### src/rtl/quadrature_encoder_reader_if.sv
// Avalon-MM control port bundle for the quadrature encoder reader.
// The CPU side (master) drives address/strobes/write data; the block
// (slave) returns registered read data and a waitrequest that never stalls.
interface quadrature_encoder_reader_if;
    logic [31:0] writedata;
    logic [31:0] readdata;
    logic [3:0]  byteenable;
    logic [2:0]  address;
    logic        write;
    logic        read;
    logic        waitrequest;

    modport master (
        output writedata, byteenable, address, write, read,
        input  readdata, waitrequest
    );

    modport slave (
        input  writedata, byteenable, address, write, read,
        output readdata, waitrequest
    );
endinterface

### src/rtl/quadrature_encoder_reader.sv
// Quadrature encoder reader: A/B/Z inputs are synchronised and glitch
// filtered, then decoded into a signed position count.  The block also
// provides a windowed velocity measurement, index capture, and illegal
// transition tracking, all exposed through an Avalon-MM register slave.
module quadrature_encoder_reader #(
    parameter int FILTER_LEN = 4
) (
    input  logic                              csi_MCLK_clk,
    input  logic                              rsi_MRST_reset,
    quadrature_encoder_reader_if.slave        avs_ctrl,
    input  logic                              enc_a,
    input  logic                              enc_b,
    input  logic                              enc_z
);

    // The filter commits on the cycle where the counter already holds
    // FILTER_LEN-1 mismatches, so that cycle is the FILTER_LEN-th mismatch.
    localparam logic [7:0] FILT_LAST = 8'(FILTER_LEN - 1);

    // Bit order for all per-channel vectors: [0]=A, [1]=B, [2]=Z.
    logic [2:0] sync1_q, sync1_d;
    logic [2:0] sync2_q, sync2_d;
    logic [2:0] filt_q, filt_d;
    logic [2:0] prev_q, prev_d;
    logic [7:0] fcnt_q [3];
    logic [7:0] fcnt_d [3];

    logic signed [31:0] position_q, position_d;
    logic [2:0]         ctrl_q, ctrl_d;
    logic               dir_q, dir_d;
    logic               err_q, err_d;
    logic               idx_seen_q, idx_seen_d;
    logic [15:0]        err_cnt_q, err_cnt_d;
    logic signed [31:0] velocity_q, velocity_d;
    logic [31:0]        window_q, window_d;
    logic signed [31:0] index_pos_q, index_pos_d;
    logic signed [31:0] acc_q, acc_d;
    logic [31:0]        timer_q, timer_d;
    logic [31:0]        readdata_q, readdata_d;

    logic               en;
    logic [1:0]         delta;
    logic               legal_step;
    logic               illegal_step;
    logic signed [31:0] step;
    logic               z_rise;
    logic               wr;
    logic               rd;

    // Maps the {A,B} level pair to its position in the forward cycle
    // 00 -> 10 -> 11 -> 01, so a forward move is always +1 modulo 4.
    function automatic logic [1:0] phase(input logic a, input logic b);
        logic [1:0] p;
        case ({a, b})
            2'b00:   p = 2'd0;
            2'b10:   p = 2'd1;
            2'b11:   p = 2'd2;
            default: p = 2'd3;
        endcase
        return p;
    endfunction

    function automatic logic [15:0] sat_inc16(input logic [15:0] v);
        return (v == 16'hFFFF) ? v : v + 16'd1;
    endfunction

    function automatic logic [31:0] be_merge(input logic [31:0] old_v,
                                             input logic [31:0] new_v,
                                             input logic [3:0]  be);
        logic [31:0] r;
        for (int i = 0; i < 4; i++)
            r[i*8 +: 8] = be[i] ? new_v[i*8 +: 8] : old_v[i*8 +: 8];
        return r;
    endfunction

    assign avs_ctrl.waitrequest = 1'b0;
    assign avs_ctrl.readdata    = readdata_q;

    assign wr = avs_ctrl.write;
    assign rd = avs_ctrl.read & ~avs_ctrl.write;
    assign en = ctrl_q[0];

    // Two-flop synchroniser followed by a per-channel persistence filter.
    always_comb begin
        sync1_d = {enc_z, enc_b, enc_a};
        sync2_d = sync1_q;
        prev_d  = filt_q;
        filt_d  = filt_q;
        for (int i = 0; i < 3; i++) begin
            fcnt_d[i] = 8'd0;
            if (sync2_q[i] != filt_q[i]) begin
                if (fcnt_q[i] == FILT_LAST)
                    filt_d[i] = sync2_q[i];
                else
                    fcnt_d[i] = fcnt_q[i] + 8'd1;
            end
        end
    end

    // Decode the filtered A/B pair against last cycle's pair into a signed step.
    always_comb begin
        delta        = phase(filt_q[0], filt_q[1]) - phase(prev_q[0], prev_q[1]);
        legal_step   = en && (delta == 2'd1 || delta == 2'd3);
        illegal_step = en && (delta == 2'd2);
        step         = 32'sd0;
        if (legal_step)
            step = ((delta == 2'd3) ^ ctrl_q[1]) ? -32'sd1 : 32'sd1;
        z_rise       = en && filt_q[2] && !prev_q[2];
    end

    // Register file, position/velocity update and registered read mux.
    always_comb begin
        position_d  = position_q;
        ctrl_d      = ctrl_q;
        dir_d       = dir_q;
        err_d       = err_q;
        idx_seen_d  = idx_seen_q;
        err_cnt_d   = err_cnt_q;
        velocity_d  = velocity_q;
        window_d    = window_q;
        index_pos_d = index_pos_q;
        acc_d       = acc_q;
        timer_d     = timer_q;
        readdata_d  = readdata_q;

        // Bus write beats index clear, which beats the decoded count.
        if (wr && avs_ctrl.address == 3'd0)
            position_d = be_merge(position_q, avs_ctrl.writedata, avs_ctrl.byteenable);
        else if (z_rise && ctrl_q[2])
            position_d = 32'sd0;
        else
            position_d = position_q + step;

        if (wr && avs_ctrl.address == 3'd1)
            ctrl_d = avs_ctrl.writedata[2:0];

        // Clears are applied before sets so a same-cycle event is not lost.
        if (wr && avs_ctrl.address == 3'd2) begin
            if (avs_ctrl.writedata[1]) err_d      = 1'b0;
            if (avs_ctrl.writedata[2]) idx_seen_d = 1'b0;
        end
        if (illegal_step) begin
            err_d     = 1'b1;
            err_cnt_d = sat_inc16(err_cnt_q);
        end
        if (legal_step)
            dir_d = step[31];
        if (z_rise) begin
            index_pos_d = position_q;
            idx_seen_d  = 1'b1;
        end

        // Velocity window: the accumulator sees every decoded count,
        // independent of what happened to POSITION this cycle.
        if (wr && avs_ctrl.address == 3'd5) begin
            window_d = be_merge(window_q, avs_ctrl.writedata, avs_ctrl.byteenable);
            timer_d  = 32'd0;
            acc_d    = 32'sd0;
        end else if (window_q == 32'd0) begin
            timer_d = 32'd0;
            acc_d   = acc_q + step;
        end else if (timer_q == window_q - 32'd1) begin
            velocity_d = acc_q + step;
            acc_d      = 32'sd0;
            timer_d    = 32'd0;
        end else begin
            timer_d = timer_q + 32'd1;
            acc_d   = acc_q + step;
        end

        if (rd) begin
            case (avs_ctrl.address)
                3'd0:    readdata_d = position_q;
                3'd1:    readdata_d = {29'd0, ctrl_q};
                3'd2:    readdata_d = {29'd0, idx_seen_q, err_q, dir_q};
                3'd3:    readdata_d = {16'd0, err_cnt_q};
                3'd4:    readdata_d = velocity_q;
                3'd5:    readdata_d = window_q;
                3'd6:    readdata_d = index_pos_q;
                default: readdata_d = 32'd0;
            endcase
        end
    end

    // State registers; reset clears everything at once, including the input path.
    always_ff @(posedge csi_MCLK_clk or posedge rsi_MRST_reset) begin
        if (rsi_MRST_reset) begin
            sync1_q     <= '0;
            sync2_q     <= '0;
            filt_q      <= '0;
            prev_q      <= '0;
            for (int i = 0; i < 3; i++) fcnt_q[i] <= 8'd0;
            position_q  <= '0;
            ctrl_q      <= '0;
            dir_q       <= 1'b0;
            err_q       <= 1'b0;
            idx_seen_q  <= 1'b0;
            err_cnt_q   <= '0;
            velocity_q  <= '0;
            window_q    <= '0;
            index_pos_q <= '0;
            acc_q       <= '0;
            timer_q     <= '0;
            readdata_q  <= '0;
        end else begin
            sync1_q     <= sync1_d;
            sync2_q     <= sync2_d;
            filt_q      <= filt_d;
            prev_q      <= prev_d;
            for (int i = 0; i < 3; i++) fcnt_q[i] <= fcnt_d[i];
            position_q  <= position_d;
            ctrl_q      <= ctrl_d;
            dir_q       <= dir_d;
            err_q       <= err_d;
            idx_seen_q  <= idx_seen_d;
            err_cnt_q   <= err_cnt_d;
            velocity_q  <= velocity_d;
            window_q    <= window_d;
            index_pos_q <= index_pos_d;
            acc_q       <= acc_d;
            timer_q     <= timer_d;
            readdata_q  <= readdata_d;
        end
    end

endmodule
### src/flat_wrapper.sv
// flat-port wrapper written by rule: the top's interface ports become plain ports
module quadrature_encoder_reader_flat 
#(
    parameter int FILTER_LEN = 4
)
  (csi_MCLK_clk, rsi_MRST_reset, enc_a, enc_b, enc_z, avs_ctrl_writedata, avs_ctrl_byteenable, avs_ctrl_address, avs_ctrl_write, avs_ctrl_read, avs_ctrl_readdata, avs_ctrl_waitrequest);
  quadrature_encoder_reader_if avs_ctrl_i ();
  input  logic csi_MCLK_clk;
  input  logic rsi_MRST_reset;
  input  logic enc_a;
  input  logic enc_b;
  input  logic enc_z;
  input wire logic [$bits(avs_ctrl_i.writedata)-1:0] avs_ctrl_writedata;
  input wire logic [$bits(avs_ctrl_i.byteenable)-1:0] avs_ctrl_byteenable;
  input wire logic [$bits(avs_ctrl_i.address)-1:0] avs_ctrl_address;
  input wire logic [$bits(avs_ctrl_i.write)-1:0] avs_ctrl_write;
  input wire logic [$bits(avs_ctrl_i.read)-1:0] avs_ctrl_read;
  output wire logic [$bits(avs_ctrl_i.readdata)-1:0] avs_ctrl_readdata;
  output wire logic [$bits(avs_ctrl_i.waitrequest)-1:0] avs_ctrl_waitrequest;
  assign avs_ctrl_i.writedata = avs_ctrl_writedata;
  assign avs_ctrl_i.byteenable = avs_ctrl_byteenable;
  assign avs_ctrl_i.address = avs_ctrl_address;
  assign avs_ctrl_i.write = avs_ctrl_write;
  assign avs_ctrl_i.read = avs_ctrl_read;
  assign avs_ctrl_readdata = avs_ctrl_i.readdata;
  assign avs_ctrl_waitrequest = avs_ctrl_i.waitrequest;
  quadrature_encoder_reader #(.FILTER_LEN(FILTER_LEN)) u_core (.csi_MCLK_clk(csi_MCLK_clk), .rsi_MRST_reset(rsi_MRST_reset), .avs_ctrl(avs_ctrl_i), .enc_a(enc_a), .enc_b(enc_b), .enc_z(enc_z));
endmodule
### config.mk
export PLATFORM = sky130hd
export DESIGN_NAME = quadrature_encoder_reader_flat
export DESIGN_NICKNAME = d
export VERILOG_FILES = /design/src/rtl/quadrature_encoder_reader_if.sv /design/src/rtl/quadrature_encoder_reader.sv /design/src/flat_wrapper.sv
export SDC_FILE = /design/constraint.sdc
export NUM_CORES = 1
export LEC_CHECK = 0
export CAP_MARGIN = 20
export CORE_ASPECT_RATIO = 0.7
export CORE_MARGIN = 8
export CORE_UTILIZATION = 65
export CTS_BUF_LIST = sky130_fd_sc_hd__clkbuf_4
export CTS_CLUSTER_SIZE = 30
export DETAILED_ROUTE_END_ITERATION = 7
export DONT_BUFFER_PORTS = 1
export GPL_ROUTABILITY_DRIVEN = 0
export PLACE_DENSITY = 0.81
export SETUP_SLACK_MARGIN = 0.05
export SYNTH_ARGS = -nofsm -noshare
export SYNTH_HDL_FRONTEND = slang
export SYNTH_SLANG_ARGS = --single-unit
### constraint.sdc
create_clock -name csi_MCLK_clk -period 13.3 [get_ports csi_MCLK_clk]
set_clock_uncertainty 0.2 [all_clocks]
set_input_delay 1.33 -clock csi_MCLK_clk [delete_from_list [all_inputs] [get_ports csi_MCLK_clk]]
set_output_delay 1.33 -clock csi_MCLK_clk [all_outputs]
set_load 0.01 [all_outputs]
==> impl_metrics.tcl, run 1 <==
set metrics [dict create \
    status "completed" \
    cts_buffer_depth 3 \
    cpLargestDelayFamily "simple AND/OR/NAND/NOR gates" \
    min-delay-start "u_core.sync1_q[1]" \
    r2r-start "u_core.filt_q[0]" \
    postSynthAreaPerCell_um2 9.54 \
    synth_enable_flop_cells 0 \
    grt_start_max_net_pins 98 \
    syn_inst 1730 \
    power_consumption_w 0.00343 \
    cts_htree_levels 3 \
    flow.area_growth_from_synthesis_pct 5.78 \
    worst_r2r_endpoint "u_core.velocity_q[30]" \
    whs_endpoint "u_core.sync2_q[1]" \
    synth-seq-cells 282 \
    final_critical_path_setup_slack_ns 7.36 \
    cts.reportedPaths.clkPinSlew_ns 0.07 \
    die_area_um2 30800 \
    grt_pass1_wl_um 72400 \
    detail_route.iter0.violations 1885 \
    final-seq-area_um2 7060 \
    slowest_stage "sky130_fd_sc_hd__or4_1" \
    r2r_cells 17 \
    combPwrFrac 0.387 \
    required_ns 13.67 \
    crit_path_cell_trace "inv_1 > ha_1 > ha_1 > o21a_1 > or4_1 > nand3_2 > buf_4 > xnor2_1 > ha_1 > or4_1 > nor2_1 > nand2_1 > or4_1 > a21boi_0 > mux2i_1 > xor2_1 > mux2_2" \
    power_density_nw_per_um2 196 \
    place.port_buffers 0 \
    first_global_vias 13000 \
    p_switching_w 0.00146 \
    post-synth-top-area-cell "sky130_fd_sc_hd__dfrtp_1" \
    timing_hold_violations_final 0 \
    floorplan.initialDensity 0.666 \
    max_clock_freq_mhz 168 \
    setup-tns-final_ns 0 \
    final.fill_count 1858 \
    clock_sinks 282 \
    syn_nets 1792 \
    timing.max_slew.rel_slack 0.284 \
    critical_path.endpoint_type "register" \
    fin_crit_ns 5.94 \
    viasPerCell 6.70 \
    cts_made_buffers 72 \
    drcViolationCount 0 \
    yosysSeqAreaShare 0.427 \
    worst-r2r-setup-slack_ns 7.36 \
    ctsResizeCount 0 \
    grt_overflow 0 \
    synth_top_flop_cell "sky130_fd_sc_hd__dfrtp_1" \
    timing.hold.worst_path_depth 0 \
    synthTopCellsByArea "sky130_fd_sc_hd__dfrtp_1, sky130_fd_sc_hd__mux2_2, sky130_fd_sc_hd__xnor2_1, sky130_fd_sc_hd__nor2_1, sky130_fd_sc_hd__xor2_1" \
    core_area_um2 24800 \
    detail_route.wirelength_um 45700 \
    slew_viol_final 0 \
    drv.max_cap_violation_count 0 \
    dp_slack_ns 7.47 \
    netlist_area_um2 16500 \
    yosysTopAreaCellShare 0.427 \
    detail-route-antenna-nets 0 \
    worstHoldPathType "register to register" \
    grt_antenna_before_repair 2 \
    yosys.cell_count.top_type "sky130_fd_sc_hd__dfrtp_1" \
    crit_path_max_fanout 56 \
    post_cts.repair.setup_buffers 0 \
    finalCoreUtilization 0.704 \
    p_int_w 0.00196 \
    grt_setup_unrepaired "false" \
    worstPathBufferInverterCount 2 \
    die_h_um 149 \
    multi_input_area_um2 8890 \
    global_route.usage.total 0.296 \
    power.share.switching 0.427 \
    std_cell_rows 48 \
    nNetsFinal 1770 \
    detailedRoute.firstPassIterationCount 6 \
    cts.hold.buffers_added 0 \
    criticalPathCategory "register to register" \
    floorplan.io_pins 79 \
    dpl.hpwl_um 32700 \
    clkLatencyLatePin_ns 0.72 \
    p_seq_frac 0.404 \
    final_cells 2080 \
    drive_above_1_share 0.151 \
    cts_tree "yes" \
    synthTopCellsByCount "sky130_fd_sc_hd__dfrtp_1, sky130_fd_sc_hd__nor2_1, sky130_fd_sc_hd__nand2_1, sky130_fd_sc_hd__clkbuf_1, sky130_fd_sc_hd__xnor2_1" \
    worst_slew_pin_slew_ns 1.07 \
    vias 13900 \
    place.detailed.instances 1958 \
    period_share 0.447 \
    synth.distinct_cells 76 \
    clockPowerShare 0.208 \
    synthesis.yosys.warnings 0 \
    route.detailed.wl_per_inst_um 22.0 \
    power_leakage_nw 7.73 \
    die_wd_um 207 \
    peak_supply_drop_uv 105 \
    cp_slowest_stage_delay_ns 0.86 \
    timing.critical_path.from_type "register" \
    finalSetupViolations 0 \
    cp_data_arrival_time_ns 6.31 \
    synth_async_sr_flop_share 1.00 \
    clk_root_buffer_cell "sky130_fd_sc_hd__clkbuf_4" \
]
==> stage by stage <==
step	hold slack [ns]	cell area [µm²]
2_1_floorplan	0.131	16500
3_3_place_gp	0.136	16600
3_5_place_dp	0.140	16600
4_1_cts	0.156	17400
5_1_grt	0.171	17500
6_report	0.151	17500
==> sequential cells by signal (all words and copies together) (netlist names) <==
register,cells
u_core.acc_q,32
u_core.avs_ctrl.readdata,32
u_core.ctrl_q,3
u_core.dir_q,1
u_core.err_cnt_q,16
u_core.err_q,1
u_core.fcnt_q,24
u_core.filt_q,3
u_core.idx_seen_q,1
u_core.index_pos_q,32
u_core.position_q,32
u_core.prev_q,3
u_core.sync1_q,3
u_core.sync2_q,3
u_core.timer_q,32
u_core.velocity_q,32
u_core.window_q,32
==> layout by cell type (no fill, tap or decap), drive strengths merged, types with 9 or more instances in the layout <==
cell type / instances
a21oi: 56
a221o: 14
a221oi: 18
a22o: 32
a22oi: 20
a31oi: 21
and2: 11
and3: 38
buf: 16
clkbuf: 102
clkinv: 14
dfrtp: 282
ha: 16
inv: 37
mux2: 109
mux2i: 42
nand2: 139
nand2b: 11
nand3: 64
nand4: 39
nor2: 169
nor2b: 25
nor3: 69
nor3b: 13
nor4: 22
o21ai: 58
o22ai: 9
or2: 13
or3: 28
or4: 25
xnor2: 82
xor2: 72
==> kinds of logic after synthesis <==
group                    after synthesis  share of synthesized area
AND/OR/NAND/NOR                      687                      0.212
AO/OA/AOI/OAI                        292                      0.123
flip-flops                           282                      0.427
XOR/XNOR                             154                     0.0817
multiplexers                         152                      0.108
buffers and inverters                146                     0.0358
adder cells (fa/ha/maj)               16                     0.0121
other                                  1                   0.000227
==> area by class of cell <==
cell class / count / area share
flip-flops and latches: 282 / 0.404
well taps: 325 / 0.0233
clock inverters: 17 / 0.00380
diodes: 2 / 0.000287
multi-input cells: 1302 / 0.509
inverters: 34 / 0.00774
repair buffers: 16 / 0.00802
clock buffers: 102 / 0.0438
==> how the worst max path moves through the flow <==
stage               cells past startpoint  slack, ns                    end             start
floorplan                               1       3.99        u_core.acc_q[0]    rsi_MRST_reset
global placement                       17       7.65  u_core.velocity_q[26]  u_core.filt_q[0]
detailed placement                     17       7.47  u_core.velocity_q[26]  u_core.filt_q[0]
CTS                                    17       7.42  u_core.velocity_q[26]  u_core.filt_q[0]
global route                           17       7.10  u_core.velocity_q[26]  u_core.filt_q[0]
finish                                 17       7.36  u_core.velocity_q[30]  u_core.filt_q[0]
==> layer usage <==
layer | up-vias | wire (µm) | track usage
met5 | - | 13 | 0
met4 | 2 | 1430 | 0.109
met3 | 112 | 5150 | 0.0818
met2 | 779 | 19100 | 0.408
met1 | 6792 | 20000 | 0.437
li1 | 6256 | - | -
==> power groups by stage <==
stage | Combinational (W) | Clock, W | Sequential, W
floorplan | 0.00112 | 0 | 0.00121
global placement | 0.00125 | 0 | 0.00137
detailed placement | 0.00129 | 0 | 0.00138
CTS | 0.00130 | 0.000727 | 0.00137
global route | 0.00145 | 0.000773 | 0.00141
finish | 0.00133 | 0.000714 | 0.00139
No activity file was read; power rests on OpenSTA's default activity.
==> inputs of run 2 (changes only) <==
CORE_UTILIZATION = 60   (was 65)
PLACE_DENSITY = 0.79   (was 0.81)
clock period = 5 ns   (was 13.3 ns; I/O delays follow)
==> run 2 against run 1 <==
Sequential power grew to 2.7 times the previous value. Via count increased by 2.0%. Critical path depth stayed put. Highest routed layer is now met4.
==> impl_metrics.tcl, run 2 (synthesized netlist as in run 1, its figures left out) <==
set metrics [dict create \
    clkLatencyLatePin_ns 0.76 \
    cts_tree "yes" \
    place.detailed.instances 2002 \
    core_area_um2 26900 \
    cts.reportedPaths.clkPinSlew_ns 0.07 \
    required_ns 5.40 \
    max_clock_freq_mhz 213 \
    die_area_um2 33200 \
    fin_crit_ns 4.70 \
    finalCoreUtilization 0.673 \
    layout_common_cells "sky130_fd_sc_hd__dfrtp_1, sky130_fd_sc_hd__nor2_1, sky130_fd_sc_hd__nand2_1, sky130_fd_sc_hd__clkbuf_4, sky130_fd_sc_hd__xnor2_1" \
    clock_sinks 282 \
    route.detailed.wl_per_inst_um 21.8 \
    power_consumption_w 0.00937 \
    combPwrFrac 0.396 \
    timing.max_slew.rel_slack 0.229 \
    timing_hold_violations_final 0 \
    worst_slew_pin_slew_ns 1.16 \
    p_int_w 0.00541 \
    place.port_buffers 0 \
    die_h_um 155 \
    setup-tns-final_ns 0 \
    dpl.hpwl_um 33200 \
    criticalPathCategory "register to register" \
    slew_viol_final 0 \
    floorplan.io_pins 79 \
    p_switching_w 0.00396 \
    finalSetupViolations 0 \
    grt_start_max_net_pins 183 \
    die_wd_um 214 \
    detail_route.wirelength_um 47300 \
    mostFrequentLayoutCell "sky130_fd_sc_hd__dfrtp_1" \
    flow.area_growth_from_synthesis_pct 9.70 \
    drcViolationCount 0 \
    grt_pass1_wl_um 75900 \
    cts_htree_levels 3 \
    worstHoldPathType "input port to register" \
    cts_made_buffers 70 \
    power_density_nw_per_um2 517 \
    viasPerCell 6.56 \
    grt_overflow 0 \
    dp_slack_ns 0.381 \
    period_share 0.940 \
    floorplan.initialDensity 0.614 \
    grt_antenna_before_repair 2 \
    global_route.usage.total 0.283 \
    detail_route.iter0.violations 1851 \
    vias 14200 \
    cts_buffer_depth 3 \
    power.share.switching 0.423 \
    drive_above_1_share 0.147 \
    final_cells 2167 \
    first_global_vias 13700 \
    nNetsFinal 1825 \
    drv.max_cap_violation_count 0 \
    cp_data_arrival_time_ns 5.10 \
    p_seq_frac 0.393 \
    critical_path.endpoint_type "register" \
    timing.critical_path.from_type "register" \
    clockPowerShare 0.211 \
    crit_path_max_fanout 6 \
    peak_supply_drop_uv 298 \
    clk_root_buffer_cell "sky130_fd_sc_hd__clkbuf_4" \
    post_cts.repair.setup_buffers 0 \
    grt_setup_unrepaired "false" \
    detailedRoute.firstPassIterationCount 6 \
    detail-route-antenna-nets 0 \
    final_critical_path_setup_slack_ns 0.302 \
    power_leakage_nw 7.97 \
    std_cell_rows 50 \
    status "completed" \
]
## run 2: changes by cell type in the layout (fill, tap and decap cells not counted), moves of 2 or more
cell	change
sky130_fd_sc_hd__clkinvlp_4	+2
sky130_fd_sc_hd__clkinv_1	-5
sky130_fd_sc_hd__buf_4	+3
sky130_fd_sc_hd__dlygate4sd3_1	+53
sky130_fd_sc_hd__bufinv_16	+3
sky130_fd_sc_hd__buf_12	+2
sky130_fd_sc_hd__clkbuf_4	-8
## run 2: layout make-up
class                   count  area (µm²)
clock inverters            15         140
multi-input cells        1302        8910
flip-flops and latches    282        7060
inverters                  34         131
fillers                  2051        8790
diodes                      3        7.51
repair buffers             73         706
well taps                 364         455
clock buffers              94         706
## run 2: power groups by stage
stage	registers, W	logic, W	clock network, W
final	0.00369	0.00371	0.00198
after floorplan	0.00323	0.00304	0
after global routing	0.00376	0.00405	0.00213
after CTS	0.00364	0.00361	0.00201
after global placement	0.00366	0.00342	0
after detailed placement	0.00368	0.00352	0
## run 2: stage by stage
stage	cell area, µm²	hold WS, ns
3_5_place_dp	16700	0.138
5_1_grt	18100	0.0195
6_report	18100	0.0483
4_1_cts	18100	0.00234
2_1_floorplan	16600	0.131
3_3_place_gp	16700	0.135
## run 2: routing by layer
layer,part of all wire,track usage
met2,0.42,0.403
met4,0.035,0.104
met5,0,0
met3,0.12,0.0776
met1,0.42,0.406
## run 2: path summary, 6_finish.rpt
| path | startpoint | end | slack, ns | cells past startpoint |
|---|---|---|---|---|
| worst max-delay path | u_core.filt_q[0] | u_core.position_q[16] | 0.30 | 17 |
| worst min-delay path | avs_ctrl_byteenable[2] | u_core.position_q[18] | 0.05 | 3 |
| worst max register to register | u_core.filt_q[0] | u_core.position_q[16] | 0.30 | 17 |
| worst min register to register | u_core.sync1_q[1] | u_core.sync2_q[1] | 0.12 | 0 |
| max in group asynchronous | rsi_MRST_reset | u_core.velocity_q[7] | 3.20 | 4 |
| min in group asynchronous | rsi_MRST_reset | u_core.avs_ctrl.readdata[19] | 0.20 | 3 |
## run 2: worst max-delay path, stage by stage (launching register included)
cell and delay, ns:
sky130_fd_sc_hd__dfrtp_1 0.42, sky130_fd_sc_hd__inv_1 0.06, sky130_fd_sc_hd__ha_1 0.29, sky130_fd_sc_hd__ha_1 0.20, sky130_fd_sc_hd__o21a_1 0.13, sky130_fd_sc_hd__or4_1 0.57
sky130_fd_sc_hd__nand3_2 0.17, sky130_fd_sc_hd__xnor2_1 0.15, sky130_fd_sc_hd__ha_1 0.28, sky130_fd_sc_hd__nand2_1 0.12, sky130_fd_sc_hd__nand4_1 0.13, sky130_fd_sc_hd__a31oi_1 0.06
sky130_fd_sc_hd__a211oi_1 0.56, sky130_fd_sc_hd__mux2i_1 0.34, sky130_fd_sc_hd__nor3_1 0.07, sky130_fd_sc_hd__a21oi_1 0.12, sky130_fd_sc_hd__o21ai_0 0.10, sky130_fd_sc_hd__dlygate4sd3_1 0.57
## run 2: timing repair
action                                  CTS  global route
endpoints found under the setup margin    0             3
resized for setup                         0             1
endpoints found under the hold margin   320             0
hold buffers                             53             0
==> inputs of run 3 (changes only) <==
ABC_AREA = 1   (was unset)
TNS_END_PERCENT = 5   (was unset)
==> run 3 against run 2 <==
Area after synthesis up 8.0%. Via count rose by 24%. Maximum frequency is 2.5% higher. Combinational power up 56%. Power up 23%. Critical path depth decreased by 4. Flip-flop and latch count unchanged. Critical endpoint is now u_core.acc_q[5]. Largest power group unchanged.
==> impl_metrics.tcl, run 3 <==
set metrics [dict create \
    timing_hold_violations_final 0 \
    cp_slowest_stage_delay_ns 0.94 \
    detailedRoute.firstPassIterationCount 8 \
    slew_viol_final 0 \
    detail_route.iter0.violations 2324 \
    clkLatencyLatePin_ns 0.77 \
    peak_supply_drop_uv 320 \
    power_density_nw_per_um2 588 \
    power_leakage_nw 10.0 \
    floorplan.io_pins 79 \
    grt_setup_unrepaired "false" \
    cp_data_arrival_time_ns 5.03 \
    synthTopCellsByCount "sky130_fd_sc_hd__nand2_1, sky130_fd_sc_hd__inv_1, sky130_fd_sc_hd__dfrtp_1, sky130_fd_sc_hd__nor2_1, sky130_fd_sc_hd__o21ai_0" \
    worstPathBufferInverterCount 2 \
    timing.max_slew.rel_slack 0.360 \
    cts.hold.buffers_added 63 \
    detail_route.wirelength_um 54300 \
    worst_slew_pin_slew_ns 0.959 \
    drcViolationCount 0 \
    core_area_um2 29100 \
    clk_root_buffer_cell "sky130_fd_sc_hd__clkbuf_4" \
    dpl.hpwl_um 39700 \
    period_share 0.917 \
    yosysSeqAreaShare 0.396 \
    detail-route-antenna-nets 0 \
    slowest_stage "sky130_fd_sc_hd__o22ai_4" \
    synth_enable_flop_cells 0 \
    std_cell_rows 52 \
    grt_start_max_net_pins 107 \
    status "completed" \
    place.port_buffers 0 \
    viasPerCell 5.86 \
    die_h_um 160 \
    crit_path_max_fanout 20 \
    cts_htree_levels 3 \
    mostFrequentLayoutCell "sky130_fd_sc_hd__nand2_1" \
    cts_buffer_depth 3 \
    first_global_vias 16800 \
    cts_tree "yes" \
    cts_made_buffers 72 \
    ctsResizeCount 0 \
    place.detailed.instances 2809 \
    drv.max_cap_violation_count 0 \
    die_area_um2 35600 \
    cts.reportedPaths.clkPinSlew_ns 0.07 \
    synth-seq-cells 282 \
    drive_above_1_share 0.0824 \
    synthesis.yosys.warnings 0 \
    fin_crit_ns 4.58 \
    clock_sinks 282 \
    vias 17600 \
    post_cts.repair.setup_buffers 0 \
    synthTopCellsByArea "sky130_fd_sc_hd__dfrtp_1, sky130_fd_sc_hd__nand2_1, sky130_fd_sc_hd__inv_1, sky130_fd_sc_hd__nor2_1, sky130_fd_sc_hd__o21ai_0" \
    cpLargestDelayFamily "simple AND/OR/NAND/NOR gates" \
    max_clock_freq_mhz 218 \
    synth_top_flop_cell "sky130_fd_sc_hd__dfrtp_1" \
    nNetsFinal 2630 \
    synth.distinct_cells 56 \
    postSynthAreaPerCell_um2 7.17 \
    worst-r2r-setup-slack_ns 0.42 \
    criticalPathCategory "register to register" \
    netlist_area_um2 17800 \
    die_wd_um 222 \
    setup-tns-final_ns 0 \
    grt_pass1_wl_um 87800 \
    layout_common_cells "sky130_fd_sc_hd__nand2_1, sky130_fd_sc_hd__inv_1, sky130_fd_sc_hd__dfrtp_1, sky130_fd_sc_hd__nor2_1, sky130_fd_sc_hd__o21ai_0" \
    syn_nets 2552 \
    required_ns 5.44 \
    grt_antenna_before_repair 5 \
    yosysTopAreaCellShare 0.396 \
    floorplan.initialDensity 0.613 \
    worstHoldPathType "input port to register" \
    post-synth-top-area-cell "sky130_fd_sc_hd__dfrtp_1" \
    finalSetupViolations 0 \
    syn_inst 2490 \
    grt_overflow 0 \
    global_route.usage.total 0.303 \
    timing.critical_path.from_type "register" \
    crit_path_cell_trace "inv_2 > ha_1 > nand3_2 > nor2_2 > nand4_1 > nor2_1 > xor2_1 > nand3_1 > nor3_1 > nand4_1 > o22ai_4 > buf_4 > nor2_2" \
    synth_async_sr_flop_share 1.00 \
    yosys.cell_count.top_type "sky130_fd_sc_hd__nand2_1" \
    flow.area_growth_from_synthesis_pct 10.3 \
    final_cells 3001 \
    critical_path.endpoint_type "register" \
    route.detailed.wl_per_inst_um 18.1 \
]
run 3: cell count changes in the layout (fill, tap and decap cells not counted), sizes merged, moves of 46 or more:
cell	delta
nand3	+90
inv	+343
o41ai	+46
nand2	+468
xnor2	-48
o21ai	+138
mux2	-87
nor2	+127
run 3: worst paths after layout:
kind	cells after the start	start	end
worst max-delay path	13	u_core.window_q[0]	u_core.acc_q[5]
max in group asynchronous	3	rsi_MRST_reset	u_core.timer_q[16]
worst min register to register	0	u_core.sync1_q[0]	u_core.sync2_q[0]
min in group asynchronous	2	rsi_MRST_reset	u_core.avs_ctrl.readdata[2]
worst min-delay path	2	avs_ctrl_byteenable[1]	u_core.window_q[11]
worst max register to register	13	u_core.window_q[0]	u_core.acc_q[5]
run 3: logic make-up after synthesis:
logic type               count (synthesis)  share of synthesized area
AND/OR/NAND/NOR                       1178                      0.282
buffers and inverters                  460                      0.103
AO/OA/AOI/OAI                          408                      0.135
flip-flops                             282                      0.396
XOR/XNOR                               123                     0.0604
multiplexers                            22                     0.0139
adder cells (fa/ha/maj)                 16                     0.0112
other                                    1                   0.000210
run 3: worst register-to-register path: cells and delay by family, from the launching register on:
family / cells / cell delay [ns]
flip-flops: 1 / 0.42
adder cells (fa/ha/maj): 1 / 0.21
XOR/XNOR: 1 / 0.26
AO/OA/AOI/OAI: 1 / 0.94
AND/OR/NAND/NOR: 8 / 2.03
buffers and inverters: 2 / 0.42
run 3: area by class of cell:
cell class,instances,area [µm²]
fill,2463,9400
multi-input combinational,1748,8960
sequential,282,7060
inverter,379,1430
timing repair buffer,85,833
clock buffer,102,766
tap,378,473
clock inverter,24,154
antenna,3,7.51
run 3: routing by layer:
layer | vias up | track usage | wire (µm)
met3 | 176 | 0.105 | 6920
met2 | 1077 | 0.428 | 22200
met4 | 4 | 0.116 | 2010
li1 | 8227 | - | -
met1 | 8116 | 0.423 | 23100
met5 | - | 0 | 30
run 3: metrics by stage:
stage	worst slack, ns	instance area (µm²)	hold slack (ns)	total power (W)	util
global placement	0.862	18100	0.139	0.00903	0.623
CTS	0.664	19700	0.000121	0.0114	0.676
global route	0.293	19700	0.0449	0.0125	0.677
detailed placement	0.657	18100	0.141	0.00922	0.623
floorplan	0.565	17800	0.131	0.00785	-
finish	0.415	19700	0.0616	0.0116	0.677
run 3: report_power, final:
group          leakage [nW]  total [W]  switching [W]  internal [W]
combinational          5.94    0.00577        0.00382       0.00195
clock                 0.552    0.00205        0.00101       0.00105
sequential             3.52    0.00374       0.000813       0.00293
total                  10.0     0.0116        0.00564       0.00593
